### config.mk
export PLATFORM = sky130hd
export DESIGN_NAME = qclk_trig_sched
export DESIGN_NICKNAME = d
export VERILOG_FILES = /design/src/rtl/qclk_trig_sched.sv
export SDC_FILE = /design/constraint.sdc
export NUM_CORES = 1
export LEC_CHECK = 0
export ABC_AREA = 1
export BUFFER_PORTS_ARGS = -buffer_cell sky130_fd_sc_hd__clkbuf_2
export CORE_MARGIN = 1.5
export CORE_UTILIZATION = 35
export CTS_CLUSTER_DIAMETER = 60
export DETAILED_ROUTE_END_ITERATION = 10
export GPL_TIMING_DRIVEN = 0
export PLACE_DENSITY = 0.54
export RECOVER_POWER = 100
export REMOVE_ABC_BUFFERS = 1
export SLEW_MARGIN = 10
export SYNTH_ARGS = -nofsm -noshare
export SYNTH_HDL_FRONTEND = slang
export SYNTH_SLANG_ARGS = --single-unit
export TNS_END_PERCENT = 30
### constraint.sdc
create_clock -name clk -period 5.26 [get_ports clk]
set_input_delay 1.578 -clock clk [delete_from_list [all_inputs] [get_ports clk]]
set_output_delay 1.578 -clock clk [all_outputs]
set_load 0.01 [all_outputs]
### src/rtl/qclk_trig_sched.sv
// qclk_trig_sched: timed-trigger scheduler referenced to the free-running qubit clock.
// Commands {time, data} are queued in order. The head entry is compared with
// qclk_val every cycle. On an exact match it fires: trig_valid pulses the next
// cycle with trig_data. If its time has already passed it is dropped and late
// pulses instead. Ordering uses the signed modulo difference, so it stays
// correct across a qclk wrap.
//
// Ports:
//   clk, rst          system clock, synchronous active-high reset
//   qclk_val          current qclk count
//   cmd_time/data     pushed command timestamp and payload
//   cmd_valid         push request (accepted when cmd_ready)
//   cmd_ready         queue not full (from registered count only)
//   flush             discard all queued entries; beats same-cycle push/pop
//   trig_valid        one-cycle pulse, head released on time
//   trig_data         payload of last released command
//   late              one-cycle pulse, head dropped because its time passed
//   count             number of queued entries
//   busy              count != 0
module qclk_trig_sched #(
  parameter int unsigned WIDTH  = 32,
  parameter int unsigned DATA_W = 16,
  parameter int unsigned DEPTH  = 4
) (
  input  logic                     clk,
  input  logic                     rst,
  input  logic [WIDTH-1:0]         qclk_val,
  input  logic [WIDTH-1:0]         cmd_time,
  input  logic [DATA_W-1:0]        cmd_data,
  input  logic                     cmd_valid,
  output logic                     cmd_ready,
  input  logic                     flush,
  output logic                     trig_valid,
  output logic [DATA_W-1:0]        trig_data,
  output logic                     late,
  output logic [$clog2(DEPTH):0]   count,
  output logic                     busy
);

  localparam int unsigned PTR_W = $clog2(DEPTH);
  localparam int unsigned CNT_W = PTR_W + 1;

  typedef struct packed {
    logic [WIDTH-1:0]  t;
    logic [DATA_W-1:0] d;
  } entry_t;

  entry_t             mem [DEPTH];
  logic [PTR_W-1:0]   wr_ptr;
  logic [PTR_W-1:0]   rd_ptr;

  entry_t             head;
  logic [WIDTH-1:0]   diff;
  logic               have_head;
  logic               fire;
  logic               drop;
  logic               push;
  logic               pop;
  logic [CNT_W-1:0]   count_nxt;

  // Status decoded straight from registered occupancy.
  assign cmd_ready = (count != CNT_W'(DEPTH));
  assign busy      = (count != '0);

  // Head evaluation: modulo difference read as signed; MSB set means future.
  assign head      = mem[rd_ptr];
  assign diff      = qclk_val - head.t;
  assign have_head = busy;
  assign fire      = have_head && (diff == '0);
  assign drop      = have_head && (diff != '0) && !diff[WIDTH-1];

  // Flush overrides both queue operations in the same cycle.
  assign push = cmd_valid && cmd_ready && !flush;
  assign pop  = (fire || drop) && !flush;

  // Next occupancy.
  always_comb begin
    count_nxt = count;
    unique case ({push, pop})
      2'b10:   count_nxt = count + CNT_W'(1);
      2'b01:   count_nxt = count - CNT_W'(1);
      default: count_nxt = count;
    endcase
  end

  // Entry storage; contents beyond count are don't-care, so no reset needed.
  always_ff @(posedge clk) begin
    if (push) begin
      mem[wr_ptr] <= '{t: cmd_time, d: cmd_data};
    end
  end

  // Pointers and occupancy.
  always_ff @(posedge clk) begin
    if (rst || flush) begin
      wr_ptr <= '0;
      rd_ptr <= '0;
      count  <= '0;
    end else begin
      if (push) wr_ptr <= wr_ptr + PTR_W'(1);
      if (pop)  rd_ptr <= rd_ptr + PTR_W'(1);
      count <= count_nxt;
    end
  end

  // Output pulses; trig_data holds its last value between releases.
  always_ff @(posedge clk) begin
    if (rst) begin
      trig_valid <= 1'b0;
      late       <= 1'b0;
      trig_data  <= '0;
    end else begin
      trig_valid <= fire && !flush;
      late       <= drop && !flush;
      if (fire && !flush) trig_data <= head.d;
    end
  end

endmodule

==> impl_metrics.tcl, run 1 <==
set metrics [dict create \
    crit_required_ps 5420 \
    seqPwrFrac_pct 45.4 \
    cp_data_arrival_time_ps 4980 \
    post-cts-setup-buffer-count 0 \
    worstSkewPairLatency_ps 520 \
    setup_viol 0 \
    syn-mean-instance-area_um2 9.20 \
    intPower_mw 3.22 \
    ant_nets 0 \
    tightestPinTransition_ps 1750 \
    cp_num_buf_inv 3 \
    dr.pass1.iters 10 \
    rows 64 \
    coreArea_um2 30700 \
    multi_input_area_um2 3950 \
    switchingPower_mw 1.03 \
    die-width_um 180 \
    pin_count 107 \
    p_comb_share_pct 11.7 \
    hold_ws_ps 508 \
    cp_cell_sequence "clkbuf_2 -> nand2_1 -> or2_0 -> nor2_1 -> clkbuf_1 -> clkbuf_2" \
    cts_root_buffer "clkbuf_16" \
    fill_cells 3091 \
    synth_top_area_share_pct 52.5 \
    syn_to_final_growth_pct 16.1 \
    rsz0062_at_grt "false" \
    max_stage_delay_ps 1340 \
    dp.cells 1671 \
    gp_congestion 0.862 \
    die_h_um 180 \
    cts.sinks 219 \
    syn_inst 1194 \
    synthTopCellsByCount "nand2_1 (342), edfxtp_1 (192), inv_1 (142), nor2_1 (138), a21oi_1 (63)" \
    grt_pass1_vias 7975 \
    synth-seq-cells 219 \
    yosysWarnings 0 \
    grt_usage_pct 16.2 \
    cts.htree.levels 1 \
    worstPathMaxFanout 18 \
    ys_top_cells_by_area "edfxtp_1 (53%), nand2_1 (12%), dfxtp_1 (4.9%), inv_1 (4.9%), nor2_1 (4.7%)" \
    synth_edf_count 192 \
    hold_path.class "reg -> reg" \
    cp-end-kind "register" \
    critical_path.top_delay_family "simple AND/OR/NAND/NOR gates" \
    wl_mm 26.4 \
    numCtsBuffers 26 \
    worstSetupStartpointType "input pin" \
    cp_common_cell "clkbuf_2" \
    pwr-share-clk_pct 42.8 \
    violations "DRC, capacitance limit, slew limit" \
    crit_path_top_delay_cell "nor2_1" \
    hpwl_mm 18.9 \
    synth.distinct_cells 39 \
    clk_path_buf_depth 3 \
    route.detailed.drc 5 \
    cts_hold_buf 0 \
    peakVddDrop_v 0.000263 \
    fin_crit_ps 4820 \
    grt_pass1_wl_mm 42.1 \
    drt_iter0_drc 496 \
    final_cells 1719 \
    maxCapViolCount 3 \
    vias 8283 \
    ys_async_sr_fraction_pct 0 \
    synthesis.area_um2 11000 \
    p_sw_share_pct 24.2 \
    yosys.area.top_type "edfxtp_1" \
    antenna_found_initial 0 \
    hold_viol 0 \
    outcome "complete, but fails checks" \
    yosysSeqAreaShare_pct 57.4 \
    fmaxAchievable_mhz 207 \
    cts.clk_slew.worst_paths_ps 60 \
    diodes 0 \
    critPathKind "in -> reg" \
    initial_core_util_pct 35.7 \
    register_area_um2 6310 \
    wl_per_cell_um 15.3 \
    portBuffers 106 \
    final_max_slew_viol_count 62 \
    synthMostInstantiatedCell "nand2_1" \
    fin_crit_sh_pct 91.7 \
    cts_resized 0 \
    fp.dieArea_um2 32400 \
    powerDensity_nw_per_um2 333 \
    cts_tree "built" \
    power.leakage_nw 5.29 \
    grt_max_degree 68 \
    viasPerCell 4.82 \
    slew_headroom_pct -16.8 \
    nNetsFinal 1424 \
    synthFlopType "edfxtp_1" \
    clock_skew_ps 14.0 \
    grt_overflow 0 \
    drive_gt1_share_pct 8.92 \
]
## flip-flops by register name, summed over array words and instances, names as in the netlist, named ones only
signal,flops
late,1
rd_ptr,2
trig_data,16
mem,192
trig_valid,1
wr_ptr,2
count,3
## worst reg2reg max path: cells and delay by family (launching register included)
| family | cells | cell delay [ps] |
|---|---|---|
| buffers and inverters | 2 | 590 |
| DFF | 1 | 850 |
| and+or+nand+nor | 15 | 2470 |
| AOI/OAI and AO/OA | 1 | 320 |
| adders and majority gates | 1 | 350 |
## area by class of cell
type	count	share of cell area [%]
clock buffer	37	5.83
inverter	149	4.43
clock inverter	11	1.09
sequential	219	49.5
tap	396	3.89
multi-input combinational	790	31.0
timing repair buffer	117	4.30
## layer usage
layer  track usage (%)  wire length (um)  vias to the layer above
met2              28.2             12400                      168
met5                 0                 0                        -
met1              21.2             12200                     3851
met4              3.63               465                        0
li1                  -                 -                     4231
met3              2.87              1320                       33
## cell families after synthesis
group,Yosys count,synth area share (%)
simple gates,577,21.8
flops,219,57.4
buf+inv,185,6.51
compound gates,174,9.80
fa+ha+maj,37,4.28
xor+xnor,2,0.160
## layout by cell type, fill, tap and decap left out, types with 2 or more instances in the layout
master | Yosys | layout
a21oi_1 | 63 | 63
a21oi_2 | 2 | 2
a31oi_1 | 2 | 2
a32o_1 | 30 | 30
buf_16 | 0 | 2
bufinv_16 | 0 | 3
clkbuf_1 | 27 | 85
clkbuf_16 | 0 | 27
clkbuf_2 | 1 | 36
clkbuf_8 | 0 | 3
clkinv_2 | 0 | 4
dfxtp_1 | 27 | 26
edfxtp_1 | 192 | 192
ha_1 | 36 | 36
inv_1 | 142 | 140
inv_2 | 7 | 7
inv_4 | 0 | 2
nand2_1 | 342 | 342
nand2_2 | 9 | 9
nand3_1 | 49 | 49
nand3_2 | 3 | 4
nand3b_1 | 2 | 2
nand4_1 | 11 | 11
nor2_1 | 138 | 138
nor2_2 | 6 | 6
nor2_4 | 2 | 2
nor3_1 | 5 | 5
nor3_2 | 5 | 5
o21a_1 | 2 | 2
o21ai_0 | 50 | 50
o21bai_1 | 4 | 4
o22ai_1 | 17 | 17
xnor2_1 | 2 | 2
## per-stage QoR
step	setup slack (ps)	cell area, um^2	util [%]	power, mW	TNS (ps)
2_1_floorplan	-807	10800	-	2.31	-6780
3_3_place_gp	-4370	11900	38.5	2.47	-314530
3_5_place_dp	494	12200	39.6	2.48	0
4_1_cts	471	13000	42.4	4.30	0
5_1_grt	41.8	12800	41.5	4.43	0
6_report	438	12800	41.5	4.25	0
## power groups by stage
stage | sequential [mW] | combinational [mW] | clock (mW)
2_1_floorplan | 1.97 | 0.341 | 0
3_3_place_gp | 1.97 | 0.495 | 0
3_5_place_dp | 1.97 | 0.511 | 0
4_1_cts | 1.93 | 0.514 | 1.85
5_1_grt | 1.93 | 0.566 | 1.93
6_report | 1.93 | 0.497 | 1.82
## path summary, 6_finish.rpt
kind	from	endpoint	slack, ps	depth (start not counted)
setup reg to reg	register	trig_data[1]	540	19
hold / removal	count[2]	count[2]	510	2
setup / recovery	cmd_valid	mem[0][3]	440	6
hold reg to reg	count[2]	count[2]	510	2
No activity file was read; power rests on OpenSTA's default activity.
==> run 2: changes to the inputs <==
clock period = 5.67 ns   (was 5.26 ns; I/O delays follow)
==> impl_metrics.tcl, run 2 (same netlist as run 1, synthesis figures left out) <==
set metrics [dict create \
    cp_num_buf_inv 3 \
    rsz0062_at_grt "false" \
    hold_path.class "reg -> reg" \
    hold_ws_ps 508 \
    critical_path.top_delay_family "buffers and inverters" \
    wl_per_cell_um 15.3 \
    mostFrequentLayoutCells "nand2_1 (342), edfxtp_1 (192), nor2_1 (140), inv_1 (140), clkbuf_1 (85)" \
    violations "DRC, capacitance limit, slew limit" \
    clock_skew_ps 13.9 \
    switchingPower_mw 0.953 \
    intPower_mw 2.99 \
    fmaxAchievable_mhz 197 \
    cts_hold_buf 0 \
    gp_congestion 0.862 \
    grt_pass1_vias 7975 \
    rows 64 \
    diodes 0 \
    pin_count 107 \
    cts.sinks 219 \
    numCtsBuffers 26 \
    final_util_pct 41.6 \
    final_common_cell "nand2_1" \
    critPathKind "in -> reg" \
    antenna_found_initial 0 \
    powerDensity_nw_per_um2 308 \
    nNetsFinal 1424 \
    clk_path_buf_depth 3 \
    dpl_cell_area_um2 12200 \
    outcome "complete, but fails checks" \
    power.leakage_nw 5.31 \
    grt_max_degree 68 \
    drive_gt1_share_pct 8.69 \
    worstPathMaxFanout 20 \
    cts.clk_slew.worst_paths_ps 50 \
    p_sw_share_pct 24.2 \
    initial_core_util_pct 35.7 \
    largest_reg_flops 192 \
    die_h_um 180 \
    setup_viol 0 \
    cp-end-kind "register" \
    ant_nets 0 \
    fin_crit_ps 5090 \
    grt_pass1_wl_mm 42.1 \
    vias 8278 \
    power_mw 3.94 \
    pwr-share-clk_pct 42.8 \
    peakVddDrop_v 0.000244 \
    cts.htree.levels 1 \
    tightestPinTransition_ps 1750 \
    crit_required_ps 5800 \
    post-cts-setup-buffer-count 0 \
    coreArea_um2 30700 \
    cts_resized 0 \
    hpwl_mm 18.9 \
    hold_viol 0 \
    largestRegisters "mem: 192 flops, trig_data: 16 flops, count: 3 flops" \
    worstSkewPairLatency_ps 520 \
    die-width_um 180 \
    grt_usage_pct 16.2 \
    cts_tree "built" \
    maxCapViolCount 3 \
    dr.pass1.iters 10 \
    crit_path_top_delay_cell "nor2_1" \
    drt_iter0_drc 483 \
    wl_mm 26.4 \
    max_stage_delay_ps 1250 \
    p_comb_share_pct 11.7 \
    syn_to_final_growth_pct 16.4 \
    slew_headroom_pct -16.8 \
    fp.dieArea_um2 32400 \
    largest_register "mem" \
    fin_area_um2 12800 \
    route.detailed.drc 5 \
    final_max_slew_viol_count 62 \
    worstSetupStartpointType "input pin" \
    grt_overflow 0 \
    cts_root_buffer "clkbuf_16" \
    cp_cell_sequence "clkbuf_2 -> nand2_1 -> or2_0 -> nor2_1 -> clkbuf_1 -> dlymetal6s4s_1" \
    seqPwrFrac_pct 45.4 \
    fin_crit_sh_pct 89.7 \
    cp_data_arrival_time_ps 5220 \
    viasPerCell 4.82 \
    portBuffers 106 \
]
[run 2: changes by cell type in the layout (fill, tap and decap cells not counted)]
cell	previous run	this run
buf_16	2	3
clkbuf_2	36	34
dlymetal6s4s_1	0	1
nor2_1	138	140
nor2_2	6	4
[run 2: per-stage QoR]
stage	cells	setup WS, ps	TNS (ps)
after global routing	1719	248	0
after detailed placement	1671	856	0
after floorplan	1158	-397	-537
after global placement	1660	-3960	-249180
final	1719	584	0
after CTS	1719	881	0
[run 2: layout make-up]
cell class              count  area (um^2)
clock buffers              37          743
clock inverters            11          139
fillers                  3089        18000
inverters                 149          564
multi-input cells         790         3950
flip-flops and latches    219         6310
well taps                 396          495
repair buffers            117          578
[run 2: power groups by stage]
stage                     Sequential [mW]  Clock, mW  Combinational [mW]
final                                1.79       1.69               0.463
after detailed placement             1.82          0               0.474
after global routing                 1.79       1.79               0.528
after global placement               1.83          0               0.459
after floorplan                      1.83          0               0.316
after CTS                            1.79       1.72               0.477
[run 2: routing by layer]
| layer | global-route usage, % | up-vias | part of all wire (%) | wire length, um |
|---|---|---|---|---|
| met4 | 3.63 | 0 | 1.7 | 435 |
| met1 | 21.2 | 3848 | 46 | 12200 |
| met2 | 28.2 | 167 | 47 | 12400 |
| met3 | 2.87 | 31 | 5.1 | 1350 |
| met5 | 0 | - | 0 | 0 |
| li1 | - | 4232 | - | - |
[run 2: path summary, 6_finish.rpt]
kind	start	to	slack (ps)	cells after the start
setup / recovery	cmd_valid	mem[1][28]	580	6
hold / removal	count[2]	count[2]	510	2
setup reg to reg	register	trig_data[1]	870	19
hold reg to reg	count[2]	count[2]	510	2
[run 2: worst min-delay path: cells and delay by family, from the launching register on]
family | cells | cell delay (ps)
DFF | 1 | 330
AOI/OAI and AO/OA | 1 | 50
buffers and inverters | 1 | 70
